[config.mk]
export PLATFORM = sky130hd
export DESIGN_NAME = motion_sequencer
export DESIGN_NICKNAME = d
export VERILOG_FILES = /design/src/rtl/robot_pkg.sv /design/src/rtl/cycle_timer.sv /design/src/rtl/motion_sequencer.sv
export SDC_FILE = /design/constraint.sdc
export NUM_CORES = 1
export LEC_CHECK = 0
export ABC_AREA = 1
export CORE_AREA = 2 2 74 69
export DETAILED_ROUTE_END_ITERATION = 6
export DIE_AREA = 0 0 76 71
export HOLD_SLACK_MARGIN = 0.06
export PLACE_DENSITY = 0.56
export SYNTH_ARGS = -nofsm -noshare
export SYNTH_HDL_FRONTEND = slang
export SYNTH_HIERARCHICAL = 1
export SYNTH_SLANG_ARGS = --single-unit
[constraint.sdc]
create_clock -name clk -period 4.3 [get_ports clk]
set_clock_uncertainty 0.15 [all_clocks]
set_input_delay 0.645 -clock clk [delete_from_list [all_inputs] [get_ports clk]]
set_output_delay 0.645 -clock clk [all_outputs]
set_load 0.05 [all_outputs]
[src/rtl/robot_pkg.sv]
// Shared definitions for the motion sequencer: state encoding, default
// motion lengths and trap threshold, and a saturating counter helper.
package robot_pkg;

  typedef enum logic [1:0] {
    IDLE    = 2'd0,
    FWD     = 2'd1,
    ROT     = 2'd2,
    TRAPPED = 2'd3
  } state_t;

  localparam int DEF_FWD_CYCLES = 4;
  localparam int DEF_ROT_CYCLES = 6;
  localparam int DEF_TRAP_LIMIT = 4;

  function automatic logic [7:0] sat_inc8(input logic [7:0] v);
    return (v == 8'hFF) ? v : v + 8'd1;
  endfunction

endpackage

[src/rtl/cycle_timer.sv]
// Loadable down-counter; done is high during the last counted cycle so the
// owner can leave its timed state on the same edge the count expires.
module cycle_timer #(
  parameter int W = 8
) (
  input  logic         clk,
  input  logic         reset,
  input  logic         load,
  input  logic [W-1:0] load_value,
  output logic         done
);

  logic [W-1:0] count;

  always_ff @(posedge clk) begin
    if (reset) begin
      count <= '0;
    end else if (load) begin
      count <= load_value;
    end else if (count != '0) begin
      count <= count - W'(1);
    end
  end

  assign done = (count == W'(1));

endmodule

[src/rtl/motion_sequencer.sv]
// Turns accepted motion commands into timed motor pulses, counts forward
// steps and latches a trap condition after too many consecutive rotations.
module motion_sequencer #(
  parameter int FWD_CYCLES = robot_pkg::DEF_FWD_CYCLES,
  parameter int ROT_CYCLES = robot_pkg::DEF_ROT_CYCLES,
  parameter int TRAP_LIMIT = robot_pkg::DEF_TRAP_LIMIT
) (
  input  logic       clk,
  input  logic       reset,
  input  logic       cmd_valid,
  input  logic       cmd_front,
  input  logic       cmd_rotate,
  input  logic       clear_trap,
  output logic       cmd_ready,
  output logic       motor_fwd,
  output logic       motor_rot,
  output logic       trapped,
  output logic [7:0] step_count
);

  import robot_pkg::*;

  localparam logic [7:0] FWD_LEN  = 8'(FWD_CYCLES);
  localparam logic [7:0] ROT_LEN  = 8'(ROT_CYCLES);
  localparam logic [3:0] TRAP_LIM = 4'(TRAP_LIMIT);

  state_t     state, next_state;
  logic [3:0] streak;
  logic [3:0] streak_inc;
  logic [7:0] steps;
  logic       timer_load;
  logic [7:0] timer_value;
  logic       timer_done;
  logic       fwd_done;
  logic       rot_done;
  logic       trap_clear;

  cycle_timer #(.W(8)) u_timer (
    .clk        (clk),
    .reset      (reset),
    .load       (timer_load),
    .load_value (timer_value),
    .done       (timer_done)
  );

  assign streak_inc = streak + 4'd1;

  always_ff @(posedge clk) begin
    if (reset) begin
      state <= IDLE;
    end else begin
      state <= next_state;
    end
  end

  // Handshake: a command transfers on any rising edge where cmd_valid and
  // cmd_ready are both 1; cmd_ready is 1 only in IDLE, so inputs seen in
  // FWD, ROT or TRAPPED never disturb a running motion.
  always_comb begin
    next_state  = state;
    timer_load  = 1'b0;
    timer_value = '0;
    fwd_done    = 1'b0;
    rot_done    = 1'b0;
    trap_clear  = 1'b0;
    case (state)
      IDLE: begin
        if (cmd_valid) begin
          if (cmd_rotate) begin
            next_state  = ROT;
            timer_load  = 1'b1;
            timer_value = ROT_LEN;
          end else if (cmd_front) begin
            next_state  = FWD;
            timer_load  = 1'b1;
            timer_value = FWD_LEN;
          end
        end
      end
      FWD: begin
        if (timer_done) begin
          next_state = IDLE;
          fwd_done   = 1'b1;
        end
      end
      ROT: begin
        if (timer_done) begin
          rot_done   = 1'b1;
          next_state = (streak_inc == TRAP_LIM) ? TRAPPED : IDLE;
        end
      end
      TRAPPED: begin
        if (clear_trap) begin
          next_state = IDLE;
          trap_clear = 1'b1;
        end
      end
      default: next_state = IDLE;
    endcase
  end

  // Only completed motions update the counters; a reset mid-motion drops it.
  always_ff @(posedge clk) begin
    if (reset) begin
      streak <= '0;
      steps  <= '0;
    end else if (fwd_done) begin
      streak <= '0;
      steps  <= sat_inc8(steps);
    end else if (rot_done) begin
      streak <= streak_inc;
    end else if (trap_clear) begin
      streak <= '0;
    end
  end

  assign cmd_ready  = (state == IDLE);
  assign motor_fwd  = (state == FWD);
  assign motor_rot  = (state == ROT);
  assign trapped    = (state == TRAPPED);
  assign step_count = steps;

endmodule

==> metrics.csv <==
metric,value,unit
most frequent cells in the layout,"nand2_1, nor2_1, inv_1",
Mapped Cells,226,
r2r startpoint,state[1],
CTS resizes,0,
Critical Path End Type,output port,
Yosys warnings,6,
f_max,0.400,GHz
Setup Viol. Count Final,0,
final setup TNS,0,ns
Die W,76,um
Synth Register Bits,22,
nets,265,
worst hold path cell count,2,
Routability Congestion,0.806,
Vias/cell,4.09,
die height,71,um
Via Count,1296,
number of CTS-inserted buffers,3,
Hold Path Class,reg2reg,
vias in the first global route,1169,
Area growth syn-to-layout,23.8,%
clock latency on the worst-skew pair,0.26,ns
first-pass GRT wire length,5.18,mm
initial antenna violation count,0,
share of cells above drive strength 1,12.3,%
crit start category,register,
number of setup buffers added after CTS,0,
Total Wirelength,2.79,mm
Overall Global Routing Usage,11.5,%
Slew headroom,60.0,%
DRC,0,
# IOs,18,
outcome,completed,
Routed Antenna Nets,0,
Clock Path Buffers,2,
Worst Path Required,3.50,ns
IO buf count,17,
H-tree Lvls,1,
critical-path cell list,nand2_1 > inv_1 > clkdlybuf4s50_1,
slowest CP cell,clkdlybuf4s50_1,
CTS sink count,22,
Final Util,38.1,%
crit-path max FO,4,
maximum VDD drop,0.172,mV
Netlist Area Pre-Place,1430,um2
largest net degree at the start of global routing,14,
Initial Util,30.8,%
die area,5400,um2
count of cell types in the netlist,28,
FF-to-FF End,u_timer/count[7],
crit path launch,state[1],
"Worst Path Class, Setup",reg2out,
RSZ-0062 raised after global routing,false,
"Arr. time, crit path",1.71,ns
Worst-Margin Slew,0.598,ns
crit path capture,trapped,
"Hold Vio Cnt, Final",0,
CTS root buffer,clkbuf_8,
Period minus WS final,2.50,ns
P_leak,0.766,nW
Initial DRT Pass Iterations,4,
register area share after synthesis,30.7,%
row cnt,24,
Tcrit/Tclk final,58.2,%
hold buffer count at CTS,0,
Worst-path clk slew,0.09,ns
grt ovf,0,
r2r setup slk,2.44,ns
TritonCTS clock tree,yes,
WL/cell,8.79,um
average cell area after synthesis,6.34,um2
n_diodes,0,
dpl hpwl,2.20,mm
Power Density,530,nW/um2
R2R depth,7,
"most common cell after layout, fill and taps aside",nand2_1,
initial DRC count,67,
Max-Cap Viols,0,
"slowest stage delay, CP",0.80,ns
Slew Limit Fails,0,
core area,4650,um2
layer usage:
metal	vias up	global-route usage, %	share of wire [%]
met2	20	17.2	38
met4	0	4.24	0.90
met3	2	2.17	3.8
li1	760	-	-
met5	-	0	0
met1	514	16.5	57
cell families after synthesis:
| family | synth area share (%) |
|---|---|
| AOI/OAI and AO/OA | 10.0 |
| xor gates and xnor gates | 1.83 |
| buffers and inverters | 8.90 |
| DFF | 30.7 |
| adders and majority gates | 5.24 |
| and+or+nand+nor | 43.0 |
| other | 0.262 |
metrics by stage:
stage | instances | cell area, um2 | hold slack, ns | worst slack [ns] | power [mW]
finish | 317 | 1780 | 0.339 | 1.80 | 0.940
global route | 317 | 1780 | 0.373 | 1.70 | 1.03
CTS | 317 | 1780 | 0.339 | 1.78 | 0.950
detailed placement | 313 | 1700 | 0.324 | 1.67 | 0.754
global placement | 313 | 1700 | 0.320 | 1.72 | 0.761
floorplan | 231 | 1450 | 0.303 | 2.39 | 0.650
state kept, by name, indices dropped and copies added, names as in the netlist:
name           count
state              2
step_count         8
streak             4
u_timer/count      8
worst min path at each step:
stage                         start   endpoint  slack, ns
after detailed placement  streak[3]  streak[3]       0.32
final                     streak[3]  streak[3]       0.34
after global placement    streak[3]  streak[3]       0.32
after global routing      streak[3]  streak[3]       0.37
after floorplan           streak[3]  streak[3]       0.30
after CTS                 streak[3]  streak[3]       0.34
area by class of cell:
class / instances / area, um2
Tap cell: 65 / 81.3
Fill cell: 498 / 2880
Timing Repair Buffer: 17 / 170
Inverter: 31 / 128
Clock inverter: 1 / 30.0
Sequential cell: 22 / 440
Clock buffer: 3 / 41.3
Multi-Input combinational cell: 178 / 885
where the power goes:
group / leakage [nW] / total (mW) / internal (mW) / switching, mW
registers: 0.180 / 0.290 / 0.247 / 0.0436
logic: 0.551 / 0.458 / 0.160 / 0.298
clock network: 0.0357 / 0.192 / 0.124 / 0.0674
critical path: cells and delay by family, from the launching register on:
| family | cells | cell delay [ns] |
|---|---|---|
| buffers and inverters | 2 | 0.88 |
| flip-flops | 1 | 0.44 |
| AND/OR/NAND/NOR | 1 | 0.13 |
synthesized netlist by cell type:
| master | number | area share (%) |
|---|---|---|
| o21ai_1 | 5 | 1.7 |
| nand2_4 | 2 | 1.6 |
| xor2_1 | 2 | 1.2 |
| conb_1 | 1 | 0.26 |
| clkinv_2 | 1 | 0.35 |
| o21ai_0 | 6 | 2.1 |
| inv_2 | 3 | 0.79 |
| or2_1 | 1 | 0.44 |
| nand3_2 | 1 | 0.70 |
| nand3_1 | 16 | 5.6 |
| nand2_1 | 62 | 16 |
| or2_2 | 4 | 1.7 |
| a21oi_2 | 3 | 1.8 |
| nor2_2 | 2 | 0.87 |
| o21bai_1 | 1 | 0.52 |
| ha_1 | 6 | 5.2 |
| dfxtp_1 | 22 | 31 |
| nor2_1 | 35 | 9.2 |
| nand4_1 | 5 | 2.2 |
| a21oi_1 | 11 | 3.8 |
| clkinv_4 | 1 | 0.61 |
| nor3_1 | 1 | 0.35 |
| clkinv_1 | 1 | 0.26 |
| nor2_4 | 2 | 1.6 |
| inv_1 | 23 | 6.0 |
| inv_4 | 2 | 0.87 |
| xnor2_1 | 1 | 0.61 |
| nand2_2 | 6 | 2.6 |
Power figures use the tool's default switching activity.
